[src/rtl/bnn_img_pkg.sv]
// Shared definitions for the 28x28 binary image buffer and its readout path.
package bnn_img_pkg;

  localparam int unsigned IMG_W      = 28;
  localparam int unsigned IMG_H      = 28;
  localparam int unsigned IMG_PIXELS = IMG_W * IMG_H;
  localparam int unsigned PIX_ADDR_W = 10;

  typedef logic image_t [0:IMG_PIXELS-1];

  typedef enum logic [1:0] {
    StIdle,
    StLoad,
    StSend,
    StDone
  } readout_state_e;

endpackage

[src/rtl/image_byte_packer.sv]
// Combinational packer: gathers PIX_PER_BYTE pixels starting at base_i into one byte,
// pixel base_i+k in bit k, unused upper bits zero.
module image_byte_packer #(
  parameter int unsigned IMG_PIXELS   = bnn_img_pkg::IMG_PIXELS,
  parameter int unsigned PIX_PER_BYTE = 8,
  parameter int unsigned ADDR_W       = bnn_img_pkg::PIX_ADDR_W
) (
  input  logic              image_flat_i [0:IMG_PIXELS-1],
  input  logic [ADDR_W-1:0] base_i,
  output logic [7:0]        byte_o
);

  logic [ADDR_W-1:0] idx;

  always_comb begin
    byte_o = '0;
    idx    = '0;
    for (int unsigned k = 0; k < PIX_PER_BYTE; k++) begin
      idx = base_i + ADDR_W'(k);
      // Out-of-range bases only occur on the look-ahead past the last byte.
      if (32'(idx) < IMG_PIXELS) begin
        byte_o[3'(k)] = image_flat_i[idx];
      end
    end
  end

endmodule

[src/rtl/image_readout.sv]
// Streams the flattened binary image out as packed bytes on a valid/ready interface,
// pixel 0 first, with abort and a one-cycle done pulse.
module image_readout #(
  parameter int unsigned IMG_PIXELS   = bnn_img_pkg::IMG_PIXELS,
  parameter int unsigned PIX_PER_BYTE = 8,
  parameter int unsigned ADDR_W       = bnn_img_pkg::PIX_ADDR_W
) (
  input  logic              clk_i,
  input  logic              rst_ni,
  input  logic              start_i,
  input  logic              abort_i,
  input  logic              image_ready_i,
  input  logic              image_flat_i [0:IMG_PIXELS-1],
  output logic [7:0]        tx_data_o,
  output logic              tx_valid_o,
  input  logic              tx_ready_i,
  output logic [ADDR_W-1:0] read_addr_o,
  output logic              busy_o,
  output logic              done_o
);

  import bnn_img_pkg::*;

  localparam logic [ADDR_W-1:0] Step     = ADDR_W'(PIX_PER_BYTE);
  localparam logic [ADDR_W-1:0] LastAddr = ADDR_W'(IMG_PIXELS - PIX_PER_BYTE);

  readout_state_e    state_q, state_d;
  logic [ADDR_W-1:0] addr_q, addr_d;
  logic [7:0]        data_q, data_d;
  logic              valid_q, valid_d;

  logic [ADDR_W-1:0] pack_base;
  logic [7:0]        pack_byte;
  logic              xfer;

  assign xfer = valid_q & tx_ready_i;

  // In SEND the packer looks one byte ahead so the next byte lands on the transfer edge.
  assign pack_base = (state_q == StSend) ? addr_q + Step : addr_q;

  image_byte_packer #(
    .IMG_PIXELS   (IMG_PIXELS),
    .PIX_PER_BYTE (PIX_PER_BYTE),
    .ADDR_W       (ADDR_W)
  ) u_packer (
    .image_flat_i (image_flat_i),
    .base_i       (pack_base),
    .byte_o       (pack_byte)
  );

  always_comb begin
    state_d = state_q;
    addr_d  = addr_q;
    data_d  = data_q;
    valid_d = valid_q;

    unique case (state_q)
      StIdle: begin
        if (start_i && image_ready_i && !abort_i) begin
          addr_d  = '0;
          state_d = StLoad;
        end
      end
      StLoad: begin
        data_d  = pack_byte;
        valid_d = 1'b1;
        state_d = StSend;
      end
      StSend: begin
        if (xfer) begin
          if (addr_q == LastAddr) begin
            valid_d = 1'b0;
            addr_d  = '0;
            state_d = StDone;
          end else begin
            addr_d = addr_q + Step;
            data_d = pack_byte;
          end
        end
      end
      StDone: begin
        state_d = StIdle;
      end
      default: begin
        state_d = StIdle;
      end
    endcase

    // Abort overrides any coincident transfer or completion.
    if (abort_i && (state_q != StIdle)) begin
      state_d = StIdle;
      valid_d = 1'b0;
      addr_d  = '0;
    end
  end

  always_ff @(posedge clk_i or negedge rst_ni) begin
    if (!rst_ni) begin
      state_q <= StIdle;
      addr_q  <= '0;
      data_q  <= '0;
      valid_q <= 1'b0;
    end else begin
      state_q <= state_d;
      addr_q  <= addr_d;
      data_q  <= data_d;
      valid_q <= valid_d;
    end
  end

  assign tx_data_o   = data_q;
  assign tx_valid_o  = valid_q;
  assign read_addr_o = addr_q;
  assign busy_o      = (state_q == StLoad) || (state_q == StSend);
  assign done_o      = (state_q == StDone);

endmodule
[config.mk]
export PLATFORM = sky130hd
export DESIGN_NAME = image_readout
export DESIGN_NICKNAME = d
export VERILOG_FILES = /design/src/rtl/bnn_img_pkg.sv /design/src/rtl/image_byte_packer.sv /design/src/rtl/image_readout.sv
export SDC_FILE = /design/constraint.sdc
export NUM_CORES = 1
export LEC_CHECK = 0
export BUFFER_PORTS_ARGS = -buffer_cell sky130_fd_sc_hd__buf_4
export CORE_AREA = 3 3 312 314
export DETAILED_ROUTE_END_ITERATION = 8
export DIE_AREA = 0 0 315 317
export SLEW_MARGIN = 20
export SYNTH_ARGS = -nofsm -noshare
export SYNTH_HDL_FRONTEND = slang
export SYNTH_SLANG_ARGS = --single-unit
export TNS_END_PERCENT = 30
[constraint.sdc]
create_clock -name clk_i -period 5.1 [get_ports clk_i]
set_input_delay 0 -clock clk_i [delete_from_list [all_inputs] [get_ports clk_i]]
set_output_delay 0 -clock clk_i [all_outputs]
set_load 0.03 [all_outputs]
# After elaboration in Yosys (flattened, before gate mapping)
# Index checks and enable logic that the tools add are counted.
dict set report word_totals {
  reg_bits 21
  input_bits 790
  output_inout_bits 21
  elab_cells 110
}
dict set report op_classes {
  bitwise 9
  mux 50
  add_sub_neg 8
  n_reduce_logical 14
  order_cmp 16
  n_eq_ne 9
}
# operator count
set ops {}
lappend ops {{greater-or-equal comparator 11 bit (second input constant)} 8}
lappend ops {{inverter 10 -> 11 bit} 8}
lappend ops {{binary-select mux 1 bit (select 10 bit)} 8}
lappend ops {{< comparator 10 bit (second input constant)} 8}
lappend ops {{2-to-1 mux 10 bit} 5}
lappend ops {{adder 10 x 3 -> 10 bit (second input constant)} 4}
lappend ops {{2-to-1 mux 1 bit} 27}
lappend ops {{adder 10 x 2 -> 10 bit (second input constant)} 2}
lappend ops {{case mux 10 bit (2 select lines)} 1}
lappend ops {{2-to-1 mux 8 bit} 2}
lappend ops {{case mux 8 bit (2 select lines)} 1}
lappend ops {{AND reduction 3 bit} 4}
lappend ops {{adder 10 x 1 -> 10 bit (second input constant)} 1}
lappend ops {{adder 10 x 4 -> 10 bit (second input constant)} 1}
lappend ops {{== test 10 bit (second input constant)} 1}
lappend ops {{2-to-1 mux 2 bit} 4}
lappend ops {{case mux 2 bit (4 select lines)} 1}
lappend ops {{nonzero test 3 bit} 2}
lappend ops {{== test 2 bit (second input constant)} 2}
lappend ops {{!= test 2 bit (second input constant)} 2}
lappend ops {{nonzero test 2 bit} 2}
lappend ops {{logical AND 1 bit} 3}
lappend ops {{!= test 3 x 1 -> 1 bit (second input constant)} 1}
lappend ops {{!= test 3 x 2 -> 1 bit (second input constant)} 1}
lappend ops {{7 further kinds} 7}

# Longest topological paths before layout
# Gate-level depths: netlist (run 1).
dict set report logic_depth {
  ltp_word 11
  depth_mapped 13
  depth_no_buf 9
}

# Modules after synthesis
# Synthesis (run 1) repeated with hierarchy kept, for this count alone.
dict set report hier_totals {
  hier_cells 2900
  area_unflattened_um2 35235.0
}
# mod instances cells_each seq_area_each_um2 area_per_inst_um2
set modules_own_cells {}
lappend modules_own_cells {image_byte_packer 1 2796 0.0 34125.2}
lappend modules_own_cells {image_readout 1 104 450.4 1109.8}

# Least setup slack after synthesis (run 1)
# Ideal clock, no wire load.
dict set report synth_timing {
  path_type {reg2reg}
  start {register addr_q[3] (netlist: read_addr_o[3])}
  end {register data_q[5] (netlist: tx_data_o[5])}
  path_stages_with_launch 10
  arrival_ns 2.586
  period_less_slack_ns 2.713
  path_slack_ns 2.387
  cell_sequence {dfrtp_1 ha_1 mux2_2 buf_2 buf_6 buf_4 mux4_2 a221o_1 a211oi_1 nor4_1}
}
dict set report synth_via {
  elab_chain_cells 11
  word_cells_on_any_way 15
}
# item line_no
set synth_rtl {}
lappend synth_rtl {{start: declaration} image_readout.sv:28} ;# logic [ADDR_W-1:0] addr_q, addr_d;
lappend synth_rtl {{start signal: assignment} image_readout.sv:105} ;# addr_q <= addr_d;
lappend synth_rtl {{adder 10 x 4 -> 10 bit} image_readout.sv:39} ;# assign pack_base = (state_q == StSend) ? addr_q + Step : addr_q;
lappend synth_rtl {{2-to-1 mux 10 bit} image_readout.sv:39}
lappend synth_rtl {{adder 10 x 3 -> 10 bit} image_byte_packer.sv:19} ;# idx = base_i + ADDR_W'(k);
lappend synth_rtl {{inverter 10 -> 11 bit (not written as such)} image_byte_packer.sv:22} ;# byte_o[3'(k)] = image_flat_i[idx];
lappend synth_rtl {{binary-select mux 1 bit (select 10 bit)} image_byte_packer.sv:22}
lappend synth_rtl {{2-to-1 mux 1 bit (not written as such) (2 in a row)} image_byte_packer.sv:22}
lappend synth_rtl {{2-to-1 mux 1 bit} image_byte_packer.sv:21} ;# if (32'(idx) < IMG_PIXELS) begin
lappend synth_rtl {{2-to-1 mux 8 bit} image_readout.sv:71} ;# if (addr_q == LastAddr) begin
lappend synth_rtl {{2-to-1 mux 8 bit} image_readout.sv:70} ;# if (xfer) begin
lappend synth_rtl {{case mux 8 bit (2 select lines)} image_readout.sv:57} ;# unique case (state_q)
lappend synth_rtl {{end signal: assignment} image_readout.sv:106} ;# data_q <= data_d;
lappend synth_rtl {{end: declaration} image_readout.sv:29} ;# logic [7:0] data_q, data_d;
# Parallel ways exist; a longest one is shown, timed or not. The select of a mux whose other input is x is not followed.
# A chain may end at the register's enable or synchronous reset.

# Final worst setup path (run 1)
dict set report layout_timing {
  start {register addr_q[4] (netlist: read_addr_o[4])}
  end {register data_q[3] (netlist: tx_data_o[3])}
}
dict set report layout_via {
  elab_chain_cells 11
  word_cells_on_any_way 15
}
# item line_no
set layout_rtl {}
lappend layout_rtl {{adder 10 x 4 -> 10 bit} image_readout.sv:39}
lappend layout_rtl {{2-to-1 mux 10 bit} image_readout.sv:39}
lappend layout_rtl {{adder 10 x 2 -> 10 bit} image_byte_packer.sv:19}
lappend layout_rtl {{inverter 10 -> 11 bit (not written as such)} image_byte_packer.sv:22}
lappend layout_rtl {{binary-select mux 1 bit (select 10 bit)} image_byte_packer.sv:22}
lappend layout_rtl {{2-to-1 mux 1 bit (not written as such) (2 in a row)} image_byte_packer.sv:22}
lappend layout_rtl {{2-to-1 mux 1 bit} image_byte_packer.sv:21}
lappend layout_rtl {{2-to-1 mux 8 bit} image_readout.sv:71}
lappend layout_rtl {{2-to-1 mux 8 bit} image_readout.sv:70}
lappend layout_rtl {{case mux 8 bit (2 select lines)} image_readout.sv:57}
# Parallel ways exist; a longest one is shown, timed or not. The select of a mux whose other input is x is not followed.

==> results.py, run 1 <==
metrics = {
    "cts": {
        "cts_tree": "built",
        "root_buffer": "clkbuf_16",
        "ctsHtreeMaxLevel": 1,
        "clk_pin_slew_ns": 0.08,
        "insertion_delay_ns": 0.27,
        "post_cts_buffers": 0,
        "cts_made_buffers": 3,
        "clock_sinks": 18,
        "clockBufferDepth": 2,
    },
    "die": {
        "dieHeight_um": 317,
        "core_sq_um": 94900,
        "ios": 811,
        "placementRows": 113,
        "die_area_sq_um": 99900,
        "start_util_pct": 8.07,
        "die_width_um": 315,
    },
    "sta": {
        "tightest_slew_ns": 1.03,
        "setup_viol": 0,
        "whs_ns": 0.100,
        "fin_crit_sh_pct": 79.1,
        "relSlewSlack_pct": 30.7,
        "final_max_slew_viol_count": 0,
        "fmax_mhz": 248,
        "setup_tns_ns": 0,
        "clock_skew_ns": 0.0138,
        "rsz0062_at_grt": "false",
        "hold_violations": 0,
        "fin_crit_ns": 4.03,
    },
    "logic_synthesis": {
        "async_reset_ff_share_pct": 100,
        "synth-seq-cells": 18,
        "synth_cells": 647,
        "yosys_most_used_dff": "dfrtp_1",
        "yosysSeqAreaShare_pct": 5.89,
        "syn_area_sq_um": 7650,
        "synth-edff-count": 0,
        "synth_warnings": 0,
        "synth_cell_type_count": 58,
        "synth.avg_cell_area_sq_um": 11.8,
    },
    "worst_setup_path": {
        "critical_path_required_ns": 5.25,
        "criticalPathCategory": "reg -> reg",
        "start_kind": "flip-flop",
        "ff2ff_setup_slack_ns": 1.07,
        "cp.arrival_ns": 4.18,
        "crit_fanout": 11,
        "crit_path_end_kind": "flip-flop",
    },
    "global_routing": {
        "grt-ovfl-total": 0,
        "antenna_found_initial": 19,
        "grt.total_usage_pct": 14.0,
        "grt_max_degree": 86,
        "grt_first_pass_wirelength_um": 95600,
        "grt_pass1_vias": 11200,
    },
    "placement": {
        "dp_hpwl_um": 66800,
        "io_buffers": 807,
        "place.gp.congestion": 0.881,
        "placedCellCount": 2661,
    },
    "routing": {
        "num_vias": 10300,
        "firstDrtPassIters": 5,
        "ant_nets": 0,
        "drt_iter0_drc": 732,
        "wl_per_cell_um": 28.4,
        "wirelength_um": 75900,
        "drc_errors": 0,
        "routed_via_density": 3.86,
    },
    "final_layout": {
        "area_growth_pct": 101,
        "fillCellCount": 10600,
        "final_cells": 2677,
        "post-route-util_pct": 16.2,
        "nets": 2197,
        "layout-drive-gt1-share_pct": 74.9,
    },
    "power_and_ir_drop": {
        "irDropWorstVdd_uv": 427,
        "totalPowerFinal_mw": 5.55,
        "power.density_nw_per_um2": 362,
        "leakage_nw": 6.42,
    },
    "worst_hold_path": {
        "hold_class": "in -> reg",
    },
    "run": {
        "maxCapViolCount": 0,
    },
    "outcome": {
        "status": "completed",
    },
}
-- worst max-delay path, cell delays in order (launching register included) --
cell and delay [ns]:
dfrtp_1 0.57, ha_1 0.34, and3_1 0.27, nand4_1 0.19, xor2_1 0.60, nand2_1 0.62
a221oi_1 0.88, and3_1 0.37, nor4_2 0.07
-- layout make-up --
cell class              instances  area (sq um)  share of cell area [%]
multi-input cells             543          6810                    44.4
repair buffers                832          6380                    41.5
well taps                    1265          1580                    10.3
flip-flops and latches         18           450                    2.93
clock buffers                   4          88.8                   0.579
diodes                         11          27.5                   0.179
inverters                       4          15.0                  0.0978
-- registers in the layout (all words and copies together), names as in the netlist --
register and count:
tx_data_o 8, read_addr_o 7, state_q 2, tx_valid_o 1
-- report_power, final --
group | internal (mW) | switching, mW
Clock | 0.120 | 0.0754
Combinational | 2.53 | 2.57
Sequential | 0.194 | 0.0598
-- worst paths after layout --
| path | startpoint | end | depth (start not counted) |
|---|---|---|---|
| hold / removal | abort_i | state_q[0] | 4 |
| max in group asynchronous | rst_ni | read_addr_o[3] | 2 |
| setup / recovery | read_addr_o[4] | tx_data_o[3] | 8 |
| setup reg to reg | read_addr_o[4] | tx_data_o[3] | 8 |
| min in group asynchronous | rst_ni | tx_data_o[6] | 2 |
| hold reg to reg | tx_data_o[5] | tx_data_o[5] | 2 |
-- cells in the final DEF (no fill, tap or decap), types with 3 or more instances in the layout --
master     instances
a211oi_1           7
a21oi_1           14
a221oi_1           4
a22o_1            10
a22oi_1           28
a32o_1             4
and2_1            10
and3_1             7
buf_12             8
buf_4            821
clkbuf_16          3
conb_1             3
dfrtp_1           18
diode_2           11
ha_1               5
inv_1              4
mux2i_1           18
mux4_2           192
nand2_1           58
nand2b_1           3
nand3_1           20
nand4_1           47
nor2_1            13
nor2_4             4
nor2b_1            4
nor4_1             8
nor4_2             3
o2111ai_1          5
o211ai_1           3
o21ai_0           21
o22ai_1            3
o311a_1            5
o311ai_0           3
o31ai_1            4
o41ai_1            4
xnor2_2            3
xor2_4             4
-- Yosys cell counts, types with 8 or more instances --
cell type    n  share of area [%]
a21oi_1     14               0.92
a22o_1      10                1.1
a22oi_1     28                2.7
and2_1      10               0.82
buf_2       27                1.8
buf_4       26                2.6
buf_6       14                2.1
clkbuf_1    16               0.78
dfrtp_1     18                5.9
mux2i_1     18                2.4
mux4_2     192                 56
nand2_1     58                2.8
nand3_1     20                1.3
nand4_1     47                3.8
nor2_1      15               0.74
nor4_1       8               0.65
o21ai_0     21                1.4
-- metrics by stage --
step,cell area [sq um],setup slack (ns)
after CTS,15300,0.834
after detailed placement,15200,0.846
after floorplan,7660,2.39
after global placement,15200,0.471
after global routing,15300,0.670
final,15400,1.07
-- routing by layer --
layer | track usage, % | up-vias | routed length [um]
met5 | 0 | - | 92
met4 | 1.07 | 12 | 548
met3 | 3.19 | 32 | 5620
met1 | 16.7 | 5298 | 29300
met2 | 26.5 | 601 | 40300
li1 | - | 4390 | -
-- cell families after synthesis --
kind of cell / Yosys count / synth area share, %
adder cells (fa/ha/maj): 5 / 0.817
XOR/XNOR: 11 / 1.70
flip-flops: 18 / 5.89
buffers and inverters: 88 / 7.41
multiplexers: 212 / 59.2
AO/OA/AOI/OAI: 127 / 12.2
other: 1 / 0.0490
AND/OR/NAND/NOR: 185 / 12.8
-- timing repair --
item,4_1_cts,5_1_grt
setup endpoints to repair,0,0
endpoints found under the hold margin,18,0
hold buffers,1,0
gates resized for setup,0,0
Power figures use the tool's default switching activity.
==> run 2, diff against run 1 <==
--- a/config.mk
+++ b/config.mk
@@ -6,9 +6,9 @@
 export NUM_CORES = 1
 export LEC_CHECK = 0
 export BUFFER_PORTS_ARGS = -buffer_cell sky130_fd_sc_hd__buf_4
-export CORE_AREA = 3 3 312 314
+export CORE_AREA = 3 3 315 317
 export DETAILED_ROUTE_END_ITERATION = 8
-export DIE_AREA = 0 0 315 317
+export DIE_AREA = 0 0 318 320
 export SLEW_MARGIN = 20
 export SYNTH_ARGS = -nofsm -noshare
 export SYNTH_HDL_FRONTEND = slang
==> constraint.sdc (replaced) <==
create_clock -name clk_i -period 3.9 [get_ports clk_i]
set_input_delay 0 -clock clk_i [delete_from_list [all_inputs] [get_ports clk_i]]
set_output_delay 0 -clock clk_i [all_outputs]
set_load 0.03 [all_outputs]
==> run 2 against run 1 <==
Compared with the run above: global-route usage up 0.13 points; count of clock-buffer cells in the layout unchanged; clock skew up 0.0034 ns; non-clock buffer count up 48; flip-flop and latch count unchanged.
==> results.py, run 2 (synthesis results as in run 1) <==
metrics = {
    "routing": {
        "wl_per_cell_um": 27.7,
        "wirelength_um": 76000,
        "routed_via_density": 3.82,
        "num_vias": 10500,
        "ant_nets": 0,
        "firstDrtPassIters": 5,
        "drt_iter0_drc": 602,
        "drc_errors": 0,
    },
    "die": {
        "start_util_pct": 7.93,
        "die_width_um": 318,
        "dieHeight_um": 320,
        "ios": 811,
        "core_sq_um": 96600,
        "placementRows": 114,
        "die_area_sq_um": 102000,
    },
    "cts": {
        "clockBufferDepth": 2,
        "cts_made_buffers": 3,
        "post_cts_buffers": 0,
        "root_buffer": "clkbuf_16",
        "clock_sinks": 18,
        "cts_tree": "built",
        "ctsHtreeMaxLevel": 1,
        "insertion_delay_ns": 0.29,
        "clk_pin_slew_ns": 0.08,
    },
    "sta": {
        "setup_tns_ns": 0,
        "setup_viol": 0,
        "hold_violations": 0,
        "relSlewSlack_pct": 46.5,
        "tightest_slew_ns": 0.795,
        "final_max_slew_viol_count": 0,
        "rsz0062_at_grt": "false",
        "fin_crit_ns": 3.44,
        "fin_crit_sh_pct": 88.1,
        "fmax_mhz": 291,
        "clock_skew_ns": 0.0172,
        "whs_ns": 0.0595,
    },
    "final_layout": {
        "largest_reg_flops": 8,
        "layout-drive-gt1-share_pct": 75.8,
        "nets": 2245,
        "layout_commonest_cell": "buf_4",
        "finalInstanceArea_sq_um": 15700,
        "area_growth_pct": 106,
        "layout_common_cells": "buf_4, mux4_2, nand2_1, nand4_1, a22oi_1",
    },
    "worst_setup_path": {
        "cp-startpoint": "state_q[0]",
        "crit_path_end_kind": "flip-flop",
        "slowest_delay_ns": 0.52,
        "start_kind": "flip-flop",
        "worstReg2RegStart": "state_q[0]",
        "cp.arrival_ns": 3.60,
        "critical_path_required_ns": 4.07,
        "slowest_stage": "mux4_2",
        "path_cells": "inv_1 -> ha_2 -> xnor2_4 -> buf_12 -> mux4_2 -> a22oi_1 -> a21boi_0 -> a211oi_1 -> nor4_1",
        "crit_buf_inv": 2,
        "crit_fanout": 25,
        "criticalPathCategory": "reg -> reg",
        "crit_family": "compound AO/OA/AOI/OAI gates",
    },
    "placement": {
        "place.gp.congestion": 0.916,
        "place_area_sq_um": 15600,
        "dp_hpwl_um": 67900,
        "io_buffers": 807,
    },
    "global_routing": {
        "grt.total_usage_pct": 14.2,
        "grt_first_pass_wirelength_um": 98900,
        "grt_pass1_vias": 11600,
        "antenna_found_initial": 34,
        "grt_max_degree": 49,
        "grt-ovfl-total": 0,
    },
    "run": {
        "maxCapViolCount": 0,
    },
    "outcome": {
        "status": "completed",
    },
    "power_and_ir_drop": {
        "totalPowerFinal_mw": 7.47,
        "irDropWorstVdd_uv": 719,
        "leakage_nw": 6.66,
        "power.density_nw_per_um2": 474,
    },
    "worst_hold_path": {
        "hp-start": "abort_i",
        "hold_class": "in -> reg",
    },
}
## run 2: cell types whose count changed in the layout (fill, tap and decap cells not counted)
cell     before  now
buf_4       821  867
diode_2      11   17
buf_12        8   12
buf_16        1    0
buf_8         1    0
ha_1          5    4
ha_2          0    1
nor3_2        0    1
nor3_4        2    1
xor2_2        0    1
xor2_4        4    3
## run 2: final timing paths
path | end | depth (start not counted) | slack, ns
max | tx_data_o[4] | 9 | 0.46
max in group asynchronous | tx_data_o[2] | 2 | 3.46
max reg2reg | tx_data_o[4] | 9 | 0.46
min | state_q[0] | 4 | 0.06
min reg2reg | tx_data_o[2] | 2 | 0.56
min in group asynchronous | state_q[1] | 2 | 0.16
## run 2: through the flow
step / utilization, % / instances / worst slack (ns)
global placement: 16.2 / 2720 / 0.101
detailed placement: 16.2 / 2720 / 0.0719
CTS: 16.3 / 2725 / 0.0634
floorplan: - / 649 / 1.19
finish: 16.3 / 2742 / 0.464
global route: 16.3 / 2731 / 0.197
## run 2: power breakdown
| part | total (mW) | internal, mW | switching, mW |
|---|---|---|---|
| Clock | 0.275 | 0.158 | 0.117 |
| Combinational | 6.88 | 3.55 | 3.33 |
| Sequential | 0.314 | 0.254 | 0.0596 |
| Total | 7.47 | 3.96 | 3.51 |
## run 2: repair_timing
action,4_1_cts,5_1_grt
setup endpoints to repair,0,1
hold buffers,1,0
endpoints found under the hold margin,18,0
resized for setup,0,1
## run 2: routing by layer
layer	global-route usage (%)	wire [um]	vias up
met5	0	154	-
met4	2.62	1240	24
met3	4.02	6050	74
met2	25.8	39300	600
met1	16.5	29300	5283
li1	-	-	4498
## run 2: layout make-up
class	count	area, sq um
antenna	17	42.5
fill	10900	80800
clock buffer	4	88.8
sequential	18	450
inverter	4	15.0
multi-input combinational	543	6800
timing repair buffer	880	6760
tap	1276	1600
## run 2: worst min-delay path, stage by stage
cell	delay [ns]
buf_4	0.10
nor2b_1	0.05
nor2_1	0.09
nor2_1	0.06
==> run 3, diff against run 2 <==
--- a/config.mk
+++ b/config.mk
@@ -6,9 +6,12 @@
 export NUM_CORES = 1
 export LEC_CHECK = 0
 export BUFFER_PORTS_ARGS = -buffer_cell sky130_fd_sc_hd__buf_4
-export CORE_AREA = 3 3 315 317
+export CELL_PAD_IN_SITES_DETAIL_PLACEMENT = 1
+export CELL_PAD_IN_SITES_GLOBAL_PLACEMENT = 1
+export CORE_AREA = 3 3 311 313
 export DETAILED_ROUTE_END_ITERATION = 8
-export DIE_AREA = 0 0 318 320
+export DIE_AREA = 0 0 314 316
+export PLACE_DENSITY_LB_ADDON = 0.1
 export SLEW_MARGIN = 20
 export SYNTH_ARGS = -nofsm -noshare
 export SYNTH_HDL_FRONTEND = slang
==> run 3 against run 2 <==
Compared with the run above: utilization is 0.33 points higher; cell area barely moved; non-clock buffer count rose by 4; die area shrank 2.5%; cell count down 0.91%; clock skew decreased by 0.00076 ns; clock power down 15%.
==> results.py, run 3 (synthesis results as in run 1) <==
metrics = {
    "outcome": {
        "status": "completed",
    },
    "worst_setup_path": {
        "slowest_stage": "mux4_2",
        "slowest_delay_ns": 0.59,
        "critPathMostFrequentCell": "buf_4",
        "criticalPathCategory": "reg -> reg",
        "crit_family": "buffers and inverters",
        "rr_worst_depth": 11,
        "worstReg2RegEnd": "tx_data_o[7]",
        "crit_path_end_kind": "flip-flop",
        "cp.depth": 11,
        "cp.arrival_ns": 3.85,
        "ff2ff_setup_slack_ns": 0.19,
        "crit_buf_inv": 4,
        "worstReg2RegStart": "state_q[0]",
        "critical_path_required_ns": 4.04,
        "start_kind": "flip-flop",
        "path_cells": "inv_1 -> ha_1 -> xnor2_4 -> buf_12 -> buf_4 -> mux4_2 -> a22o_1 -> o21ai_0 -> buf_4 -> a32o_1 -> nor4_2",
        "cp-startpoint": "state_q[0]",
        "crit_fanout": 28,
    },
    "final_layout": {
        "layout-drive-gt1-share_pct": 75.8,
        "diodes": 0,
        "layout_common_cells": "buf_4, mux4_2, nand2_1, nand4_1, a22oi_1",
        "nets": 2249,
        "largest_reg_flops": 8,
        "fillCellCount": 11100,
        "area_growth_pct": 106,
        "layout_commonest_cell": "buf_4",
    },
    "routing": {
        "firstDrtPassIters": 4,
        "wl_met2_um": 42000,
        "ant_nets": 0,
        "routed_via_density": 3.69,
        "met3_length_um": 4700,
        "wirelength_um": 74500,
        "num_vias": 10000,
        "drc_errors": 0,
        "m1WireLength_um": 27600,
        "wl_per_cell_um": 27.4,
        "routed.top_layer": "met5",
        "drt_iter0_drc": 414,
    },
    "die": {
        "die_width_um": 314,
        "start_util_pct": 8.09,
        "placementRows": 113,
        "core_sq_um": 94600,
        "die_area_sq_um": 99200,
        "ios": 811,
        "dieHeight_um": 316,
    },
    "cts": {
        "cts_tree": "built",
        "clockBufferDepth": 2,
        "ctsHtreeMaxLevel": 1,
        "insertion_delay_ns": 0.27,
        "clock_sinks": 18,
        "post_cts_buffers": 0,
        "clk_pin_slew_ns": 0.07,
        "root_buffer": "clkbuf_16",
        "cts_made_buffers": 3,
    },
    "sta": {
        "fin_crit_ns": 3.71,
        "fmax_mhz": 270,
        "fin_crit_sh_pct": 95.1,
        "hold_violations": 0,
        "setup_viol": 0,
        "rsz0062_at_grt": "false",
        "tightest_slew_ns": 0.855,
        "relSlewSlack_pct": 42.5,
        "clock_skew_ns": 0.0165,
        "final_max_slew_viol_count": 0,
        "setup_tns_ns": 0,
    },
    "power_and_ir_drop": {
        "leakage_nw": 6.69,
        "totalPowerFinal_mw": 7.47,
        "irDropWorstVdd_uv": 280,
        "power.density_nw_per_um2": 475,
    },
    "placement": {
        "place.gp.congestion": 0.813,
        "io_buffers": 807,
        "dp_hpwl_um": 67000,
    },
    "global_routing": {
        "grt_first_pass_wirelength_um": 98100,
        "grt.total_usage_pct": 14.3,
        "grt_pass1_vias": 11700,
        "grt_max_degree": 41,
        "antenna_found_initial": 4,
        "grt-ovfl-total": 0,
    },
    "worst_hold_path": {
        "hp-start": "abort_i",
        "holdPathStages": 4,
        "hold_class": "in -> reg",
        "hold-path-endpoint": "state_q[0]",
    },
    "run": {
        "maxCapViolCount": 0,
    },
}
run 3: where the power goes:
part / total [mW] / switching, mW / internal, mW
clock network: 0.235 / 0.0986 / 0.136
logic: 6.92 / 3.40 / 3.53
registers: 0.314 / 0.0596 / 0.254
run 3: stage by stage:
stage / setup WS (ns) / instance area (sq um) / utilization [%] / hold WS (ns) / std cells
global placement: 0.0747 / 15600 / 16.5 / -0.0460 / 2713
CTS: 0.0586 / 15700 / 16.6 / 0.0847 / 2717
finish: 0.191 / 15700 / 16.6 / 0.0923 / 2717
detailed placement: 0.123 / 15600 / 16.5 / -0.0448 / 2713
global route: 0.0172 / 15700 / 16.6 / 0.132 / 2717
floorplan: 1.19 / 7660 / - / -0.296 / 649
run 3: worst max path at each step:
stage	to	slack [ns]
3_5_place_dp	tx_data_o[1]	0.12
2_1_floorplan	tx_data_o[5]	1.19
4_1_cts	tx_data_o[1]	0.06
6_report	tx_data_o[7]	0.19
3_3_place_gp	tx_data_o[1]	0.07
5_1_grt	tx_data_o[7]	0.02
run 3: area by class of cell:
type | instances | area, sq um | share of cell area (%)
Clock buffer | 3 | 75.1 | 0.477
Inverter | 4 | 15.0 | 0.0954
Multi-Input combinational cell | 543 | 6810 | 43.3
Sequential cell | 18 | 450 | 2.86
Tap cell | 1265 | 1580 | 10.1
Timing Repair Buffer | 884 | 6800 | 43.2
run 3: routing by layer:
| metal | GRT usage, % | vias up |
|---|---|---|
| met3 | 2.96 | 9 |
| met1 | 16.2 | 5115 |
| li1 | - | 4479 |
| met4 | 0.745 | 2 |
| met5 | 0 | - |
| met2 | 28.3 | 428 |
run 3: repair_timing:
action                     in CTS  in global routing
hold endpoints to repair       18                  0
setup endpoints to repair       0                  1
hold buffers                    1                  0
resized for setup               0                  1
run 3: worst min-delay path: stages:
cell     delay, ns
buf_4         0.13
nor2b_1       0.06
nor2_1        0.08
nor2_1        0.05
